## src/rtl/clock_monitor_pkg.sv

```systemverilog
// Shared types and default constants for the clock monitor.
package clock_monitor_pkg;

  localparam int unsigned DEF_CNT_W     = 16;
  localparam int unsigned DEF_EXP_TICKS = 10;
  localparam int unsigned DEF_TOL       = 1;
  localparam int unsigned DEF_TIMEOUT   = 64;

  typedef enum logic [1:0] {
    IDLE      = 2'd0,
    WAIT_RISE = 2'd1,
    MEAS_HIGH = 2'd2,
    MEAS_LOW  = 2'd3
  } mon_state_t;

  // Debug view: FSM state plus the synchronized level of the monitored clock.
  typedef struct packed {
    mon_state_t state;
    logic       mon_level;
  } dbg_t;

endpackage

```

## src/rtl/clock_monitor_edge_sync.sv

```systemverilog
// Two-flop synchronizer for an asynchronous level, followed by an edge
// register. rise/fall are single-cycle pulses in the CLOCK domain.
module edge_sync (
  input  logic CLOCK,
  input  logic RESET_N,
  input  logic d_async,
  output logic level,
  output logic rise,
  output logic fall
);

  logic meta_q;
  logic sync_q;
  logic prev_q;

  // Synchronizer chain and previous-level register for edge detection.
  always_ff @(posedge CLOCK) begin
    if (!RESET_N) begin
      meta_q <= 1'b0;
      sync_q <= 1'b0;
      prev_q <= 1'b0;
    end else begin
      meta_q <= d_async;
      sync_q <= meta_q;
      prev_q <= sync_q;
    end
  end

  assign level = sync_q;
  assign rise  = sync_q & ~prev_q;
  assign fall  = ~sync_q & prev_q;

endmodule

```

## src/rtl/clock_monitor.sv

```systemverilog
// Clock monitor: measures high/low phases of MON_CLK in CLOCK cycles,
// publishes one result per MON_CLK period, flags period errors and a stopped
// clock. Optional duty-cycle check is built when CLOCK_MONITOR_DUTY_CHECK_EN
// is defined; otherwise DUTY_ERR is tied low.
//
// Handshake: PERIOD_VALID is a one-cycle qualifier with no back-pressure.
// HIGH_TICKS, LOW_TICKS, PERIOD_ERR and DUTY_ERR are valid in the cycle it is
// high and hold their values until the next pulse.
module clock_monitor
  import clock_monitor_pkg::*;
#(
  parameter int unsigned CNT_W     = DEF_CNT_W,
  parameter int unsigned EXP_TICKS = DEF_EXP_TICKS,
  parameter int unsigned TOL       = DEF_TOL,
  parameter int unsigned TIMEOUT   = DEF_TIMEOUT
) (
  input  logic             CLOCK,
  input  logic             RESET_N,
  input  logic             ENABLE,
  input  logic             MON_CLK,
  output logic [CNT_W-1:0] HIGH_TICKS,
  output logic [CNT_W-1:0] LOW_TICKS,
  output logic             PERIOD_VALID,
  output logic             PERIOD_ERR,
  output logic             DUTY_ERR,
  output logic             RUNNING,
  output logic             STOPPED,
  output dbg_t             DBG
);

  localparam logic [CNT_W-1:0] TIMEOUT_C = CNT_W'(TIMEOUT);
  localparam logic [CNT_W+1:0] EXP_W     = (CNT_W+2)'(EXP_TICKS);
  localparam logic [CNT_W+1:0] TOL_W     = (CNT_W+2)'(TOL);

  logic             mon_level;
  logic             rise;
  logic             fall;
  mon_state_t       state_q, state_d;
  logic [CNT_W-1:0] cnt_q, cnt_d, cnt_inc;
  logic [CNT_W-1:0] hi_q;
  logic             do_timeout;
  logic             do_publish;
  logic             do_latch_hi;
  logic [CNT_W:0]   period_sum;
  logic [CNT_W+1:0] sum_w;
  logic             period_err_d;
  logic             duty_err_d;

  edge_sync u_edge_sync (
    .CLOCK   (CLOCK),
    .RESET_N (RESET_N),
    .d_async (MON_CLK),
    .level   (mon_level),
    .rise    (rise),
    .fall    (fall)
  );

  assign cnt_inc = (cnt_q == '1) ? cnt_q : cnt_q + 1'b1;

  // Period of the phase pair being published (hi_q + low count), no wrap.
  assign period_sum   = {1'b0, hi_q} + {1'b0, cnt_q};
  assign sum_w        = {1'b0, period_sum};
  assign period_err_d = (sum_w > EXP_W + TOL_W) || (sum_w + TOL_W < EXP_W);

`ifdef CLOCK_MONITOR_DUTY_CHECK_EN
  localparam logic [CNT_W-1:0] TOL_C = CNT_W'(TOL);
  logic [CNT_W-1:0] duty_diff;
  assign duty_diff  = (hi_q >= cnt_q) ? (hi_q - cnt_q) : (cnt_q - hi_q);
  assign duty_err_d = (duty_diff > TOL_C);
`else
  assign duty_err_d = 1'b0;
`endif

  // Next-state, counter and action decode; an edge takes priority over timeout.
  always_comb begin
    state_d     = state_q;
    cnt_d       = cnt_q;
    do_timeout  = 1'b0;
    do_publish  = 1'b0;
    do_latch_hi = 1'b0;
    if (!ENABLE) begin
      state_d = IDLE;
      cnt_d   = '0;
    end else begin
      case (state_q)
        IDLE: begin
          state_d = WAIT_RISE;
          cnt_d   = '0;
        end
        WAIT_RISE: begin
          if (rise) begin
            state_d = MEAS_HIGH;
            cnt_d   = CNT_W'(1);
          end else if (cnt_q == TIMEOUT_C) begin
            do_timeout = 1'b1;
            cnt_d      = '0;
          end else begin
            cnt_d = cnt_inc;
          end
        end
        MEAS_HIGH: begin
          if (fall) begin
            state_d     = MEAS_LOW;
            do_latch_hi = 1'b1;
            cnt_d       = CNT_W'(1);
          end else if (cnt_q == TIMEOUT_C) begin
            state_d    = WAIT_RISE;
            do_timeout = 1'b1;
            cnt_d      = '0;
          end else begin
            cnt_d = cnt_inc;
          end
        end
        MEAS_LOW: begin
          if (rise) begin
            state_d    = MEAS_HIGH;
            do_publish = 1'b1;
            cnt_d      = CNT_W'(1);
          end else if (cnt_q == TIMEOUT_C) begin
            state_d    = WAIT_RISE;
            do_timeout = 1'b1;
            cnt_d      = '0;
          end else begin
            cnt_d = cnt_inc;
          end
        end
        default: begin
          state_d = IDLE;
          cnt_d   = '0;
        end
      endcase
    end
  end

  // State, counter and result/status registers.
  always_ff @(posedge CLOCK) begin
    if (!RESET_N) begin
      state_q      <= IDLE;
      cnt_q        <= '0;
      hi_q         <= '0;
      HIGH_TICKS   <= '0;
      LOW_TICKS    <= '0;
      PERIOD_VALID <= 1'b0;
      PERIOD_ERR   <= 1'b0;
      DUTY_ERR     <= 1'b0;
      RUNNING      <= 1'b0;
      STOPPED      <= 1'b0;
    end else begin
      state_q      <= state_d;
      cnt_q        <= cnt_d;
      PERIOD_VALID <= do_publish;
      if (do_latch_hi) begin
        hi_q <= cnt_q;
      end
      if (do_publish) begin
        HIGH_TICKS <= hi_q;
        LOW_TICKS  <= cnt_q;
        PERIOD_ERR <= period_err_d;
        DUTY_ERR   <= duty_err_d;
        RUNNING    <= 1'b1;
      end
      if (do_timeout) begin
        STOPPED <= 1'b1;
        RUNNING <= 1'b0;
      end else if (rise) begin
        STOPPED <= 1'b0;
      end
      if (!ENABLE) begin
        RUNNING <= 1'b0;
        STOPPED <= 1'b0;
      end
    end
  end

  assign DBG = '{state: state_q, mon_level: mon_level};

endmodule

```

## config.mk

```make
export PLATFORM = sky130hd
export DESIGN_NAME = clock_monitor
export DESIGN_NICKNAME = d
export VERILOG_FILES = /design/src/rtl/clock_monitor_pkg.sv /design/src/rtl/clock_monitor_edge_sync.sv /design/src/rtl/clock_monitor.sv
export SDC_FILE = /design/constraint.sdc
export NUM_CORES = 1
export LEC_CHECK = 0
export CAP_MARGIN = 20
export CORE_ASPECT_RATIO = 0.6
export CORE_MARGIN = 3
export CORE_UTILIZATION = 60
export DETAILED_ROUTE_END_ITERATION = 7
export PLACE_DENSITY = 0.84
export SLEW_MARGIN = 30
export SYNTH_ARGS = -nofsm -noshare
export SYNTH_HDL_FRONTEND = slang
export SYNTH_SLANG_ARGS = --single-unit
```

## constraint.sdc

```tcl
create_clock -name CLOCK -period 9.95 [get_ports CLOCK]
set_clock_uncertainty 0.1 [all_clocks]
set_input_delay 0.995 -clock CLOCK [delete_from_list [all_inputs] [get_ports CLOCK]]
set_output_delay 0.995 -clock CLOCK [all_outputs]
set_load 0.01 [all_outputs]
```

## After elaboration in Yosys (flattened, before gate mapping)

Index checks and enable logic that the tools add are counted.

- Bits in registers: 73
- Output and inout bits: 40
- Word-level logic and storage cells: 58

- Add/subtract/negate cells: 3
- Order comparisons: 2
- Equality and inequality tests: 6
- Mux-type cells: 23
- Bitwise operators: 6
- Reductions and logical operators: 6

Operators by type and width:

| operator | count |
|---|---|
| 2-to-1 mux 16 bit | 4 |
| one-hot mux 16 bit (3 select lines) | 1 |
| adder 17 x 1 -> 18 bit (second input constant) | 1 |
| < comparator 18 x 4 -> 1 bit (second input constant) | 1 |
| adder 16 x 16 -> 17 bit | 1 |
| greater-than comparator 17 x 4 -> 1 bit (second input constant) | 1 |
| adder 16 x 1 -> 16 bit (second input constant) | 1 |
| == test 16 bit (second input constant) | 1 |
| == test 16 x 7 -> 1 bit (second input constant) | 1 |
| 2-to-1 mux 1 bit | 12 |
| 2-to-1 mux 2 bit | 4 |
| one-hot mux 2 bit (4 select lines) | 1 |
| == test 2 bit (second input constant) | 2 |
| NOT 1 bit | 4 |
| OR reduction 3 bit | 1 |
| AND 1 bit | 2 |
| == test 2 x 1 -> 1 bit (second input constant) | 1 |
| zero test 2 bit | 1 |
| != test 2 bit (second input constant) | 1 |
| one-hot mux 1 bit (2 select lines) | 1 |
| AND reduction 2 bit | 1 |
| nonzero test 2 bit | 1 |
| OR reduction 2 bit | 1 |
| logical OR 1 bit | 1 |

## Depth between registers and ports, before layout

- Depth in word-level cells: 6
- Gate-level depth with buffers: 14
- Depth with buffers taken out: 14

## Modules after synthesis

From an unflattened synthesis, not the netlist that was laid out.

- Cells, all modules: 486
- Area total of the unflattened synthesis: 4000.1 sq um

By module, submodules not included:

| module | instances | cells an instance | area an instance (sq um) | seq. area each (sq um) |
|---|---|---|---|---|
| clock_monitor | 1 | 478 | 3908.7 | 1401.3 |
| edge_sync | 1 | 8 | 91.3 | 60.1 |

## Worst setup path after synthesis

OpenSTA, ideal clock, no wires.

- Kind: register to register
- From: reg cnt_q[0]
- To: reg PERIOD_ERR
- Setup time: 116 ps
- Data arrival time: 3114 ps
- Data required time: 9734 ps
- Setup slack: 6620 ps
- Stages on the path, launching flop included: 12
- Buffers on the path: 0
- Path through: dfxtp_1 -> ha_1 -> inv_1 -> fa_1 -> nand2b_1 -> nor2_1 -> or4b_4 -> nor4_4 -> nand2_2 -> or4_1 -> o2111a_1 -> a31o_1

- Cells in the longest elaborated chain, start to end: 4
- Elaborated cells on any way between the ends: 5
- Those cells by class: add/sub (2); order compare (2); reduce/logical (1)

Ends and longest elaborated chain:

| element | RTL line | source |
|---|---|---|
| start: declaration | clock_monitor.sv:39 | `logic [CNT_W-1:0] cnt_q, cnt_d, cnt_inc;` |
| start signal: assignment | clock_monitor.sv:150 | `cnt_q <= cnt_d;` |
| adder 16 x 16 -> 17 bit * | clock_monitor.sv:61 | `assign period_sum = {1'b0, hi_q} + {1'b0, cnt_q};` |
| adder 17 x 1 -> 18 bit | clock_monitor.sv:63 | `assign period_err_d = (sum_w > EXP_W + TOL_W) \|\| (sum_w + TOL_W < EXP_W);` |
| < comparator 18 x 4 -> 1 bit | clock_monitor.sv:63 |  |
| logical OR 1 bit * | clock_monitor.sv:63 |  |
| end signal: assignment | clock_monitor.sv:158 | `PERIOD_ERR <= period_err_d;` |
| end: declaration | clock_monitor.sv:24 | `output logic PERIOD_ERR,` |

Every way passes the cells marked *; elsewhere a longest branch is shown, timed or not.
A chain may end at the register's enable or synchronous reset.

## Worst setup path in the final report

Ends and elaborated chain as after synthesis.

==> results.toml <==
[run_status]
status = "complete, no violations"

[worst_setup_path]
worstPathCellList = "ha_1 -> inv_1 -> fa_1 -> inv_1 -> ha_1 -> inv_1 -> nor2_1 -> nor4b_1 -> a21bo_2 -> and3_1 -> o221ai_1 -> a211oi_1 -> o2111a_1 -> a31o_1"
timing.rr.start = "cnt_q[0]"
setup.reg_to_reg.worst_slack_ps = 6290
setup.worst_path.class = "flop to flop"
timing.rr.end = "PERIOD_ERR"
worst_path_largest_cell_delay_ps = 590
critical_path.startpoint_type = "flop"
cell_family_with_the_largest_share_of_critical_path_delay = "adder cells"
critPathArrivalTime_ps = 3800
cp.required_ps = 10090
critical-path-top-cell-by-count = "inv_1"
worstPathBufferInverterCount = 3
timing.critical_path.fanout_max = 6
worst_setup_path_end_kind = "flop"
slowest_cell_on_the_critical_path = "nor4b_1"
r2r.worst_path.cells = 14

[timing]
transition_time_at_the_pin_with_the_least_slew_margin_ps = 958.6
final_min_period_over_clock_period = 0.3683
max_freq_mhz = 272.9
timing.hold.ws_ps = 331.8
report.final.hold_viol_count = 0
setup-violations-final = 0
slew-limit-headroom = 0.3594
fin_tns_setup_ps = 0
final_count_of_pins_violating_max_slew = 0
period_needed_ps = 3664
setup_repair_after_global_routing_missed_its_margin = "false"

[yosys]
postSynthAreaPerCell_um2 = 8.233
synthesized_nets = 534
yosys_register_bits = 73
async_reset_ff_frac = 0
synth_enable_flop_cells = 0
synth.yosys.seq_area_share = 0.3480
synth_cell_type_count = 70
syn_std_cell_area_mm2 = 0.004199
synth_top_flop_cell = "dfxtp_1"
ys.warnings.count = 0
cells_after_synthesis = 510

[power]
power.density_mw_per_mm2 = 132.5
post-layout-total-power_uw = 657.0
p_leak_nw = 1.845
vdd.ir_drop.worst_uv = 127.9

[global_route]
grt_start_max_net_pins = 55
grtUsageTotal = 0.2825
global_route_wire_length_before_repair_mm = 18.17
grt_antenna_before_repair = 0
global_route.overflow_total = 0
grt_pass1_vias = 3592

[clock_tree]
setup_repair_bufs_after_cts = 0
post_cts_hold_buffer_count = 0
cts_resized = 0
h-tree-depth = 3
ctsRootBufferMaster = "clkbuf_16"
clkLatencyLatePin_ps = 340
clock_path_buffers = 2
clk_transition_reported_paths_ps = 60
number_of_sinks_driven_by_the_clock_tree = 73
cts_inserted_buffers = 9
tritoncts = "built"

[place]
io_buffers = 42
routabilityCongestion = 1.031
place_hpwl_mm = 7.625

[route]
wl_per_cell_um = 17.43
vias_per_cell = 6.143
postRouteWirelength_mm = 10.96
num_vias = 3864
detailedRoute.firstIterationViolations = 371
drcViolationCount = 0
route.antenna.remaining_nets = 0
drt-pass1-iter-count = 5

[die]
dieWidth_um = 114
placement_rows = 22
core-area_mm2 = 0.006441
die_h_um = 70.80
die_area_mm2 = 0.008071
initial_utilization = 0.6519
io_pins = 44

[flow_run]
max_cap_viol_count = 0

[layout]
layout_nets = 564
post_route_cells_drive_above_1_share = 0.06789
area_growth_syn_to_layout_pct = 18.06
antenna_cells = 0

[min_path]
min-delay-path-class = "flop to flop"
hold_path.startpoint = "u_edge_sync.meta_q"
holdPathStages = 1
hold_critical_path_endpoint = "u_edge_sync.level"
[metrics by stage]
step                setup WS [ps]    util  instance area, um2  cells
floorplan                    6620       -                4199    510
global placement             6519  0.7201                4638    613
detailed placement           6376  0.7201                4638    613
CTS                          6346  0.7696                4957    629
global route                 6046  0.7696                4957    629
finish                       6286  0.7696                4957    629
[how the worst max path moves through the flow]
stage | startpoint | to | slack (ps) | cells past startpoint
floorplan | cnt_q[0] | PERIOD_ERR | 6620 | 11
global placement | cnt_q[0] | PERIOD_ERR | 6520 | 11
detailed placement | cnt_q[0] | PERIOD_ERR | 6380 | 11
CTS | cnt_q[0] | PERIOD_ERR | 6350 | 14
global route | cnt_q[0] | PERIOD_ERR | 6050 | 13
finish | cnt_q[0] | PERIOD_ERR | 6290 | 14
[cells in the mapped netlist (8+ instances only)]
master / count / area, um2
mux2i_1: 20 / 200.2
dfxtp_1: 73 / 1461
nor2_1: 48 / 180.2
inv_1: 15 / 56.30
nor2b_1: 19 / 118.9
nand4_1: 8 / 50.05
nor3_1: 15 / 75.07
nand3_1: 10 / 50.05
clkbuf_1: 21 / 78.83
ha_1: 19 / 237.7
a21oi_1: 15 / 75.07
xnor2_1: 12 / 105.1
a21boi_0: 32 / 240.2
o21ai_0: 15 / 75.07
nand2_1: 86 / 322.8
xor2_1: 14 / 122.6
[layer usage]
layer / part of all wire / global-route usage / up-vias / wire length (um)
met1: 0.46 / 0.4010 / 1802 / 5089
met3: 0.11 / 0.09744 / 20 / 1175
met2: 0.41 / 0.4073 / 206 / 4532
li1: - / - / 1836 / -
met4: 0.015 / 0.08037 / 0 / 166
met5: 0 / 0 / - / 0
[report_power, final]
group          internal [mW]  leakage [nW]  switching [mW]
sequential             0.293         0.589         0.00104
combinational        0.00609          1.10         0.00639
clock                  0.221         0.153           0.129
total                  0.520          1.85           0.137
[sequential cells by signal, summed over array words and instances, names as in the netlist]
register and count:
RUNNING 1, HIGH_TICKS 16, STOPPED 1, cnt_q 16
u_edge_sync.prev_q 1, LOW_TICKS 16, PERIOD_VALID 1, u_edge_sync.level 1
u_edge_sync.meta_q 1, hi_q 16, state_q 2, PERIOD_ERR 1
[cells in the final DEF (no fill, tap or decap), drive strengths merged, types with 5 or more instances in the layout]
master / count
and2: 7
o21ai: 17
a21boi: 32
a21oi: 16
clkbuf: 10
ha: 19
o211ai: 7
dfxtp: 73
mux2i: 20
nand4: 8
xor2: 14
a211oi: 5
nand2: 87
clkdlybuf4s50: 42
xnor2: 13
nor2: 49
nor2b: 19
nor3: 15
inv: 17
nand3: 10
[cell families (layout without fill, tap and decap cells)]
kind of cell / count (synthesis) / count (layout) / share of synthesized area
xor gates and xnor gates: 27 / 27 / 0.06079
and+or+nand+nor: 226 / 226 / 0.2646
muxes: 20 / 20 / 0.04768
other: 1 / 1 / 0.0008931
AOI/OAI and AO/OA: 102 / 102 / 0.1773
buffers and inverters: 41 / 76 / 0.03933
adders and majority gates: 20 / 20 / 0.06138
DFF: 73 / 73 / 0.3480
[layout make-up]
class                           instances  area, um2
Multi-Input combinational cell        396       2572
Fill cell                             493       1484
Sequential cell                        73       1461
Timing Repair Buffer                   45      442.9
Clock buffer                           10      229.0
Tap cell                               84      105.1
Clock inverter                          6      90.09
Inverter                               15      56.30
Note: power is estimated with default switching activity, not from simulation.
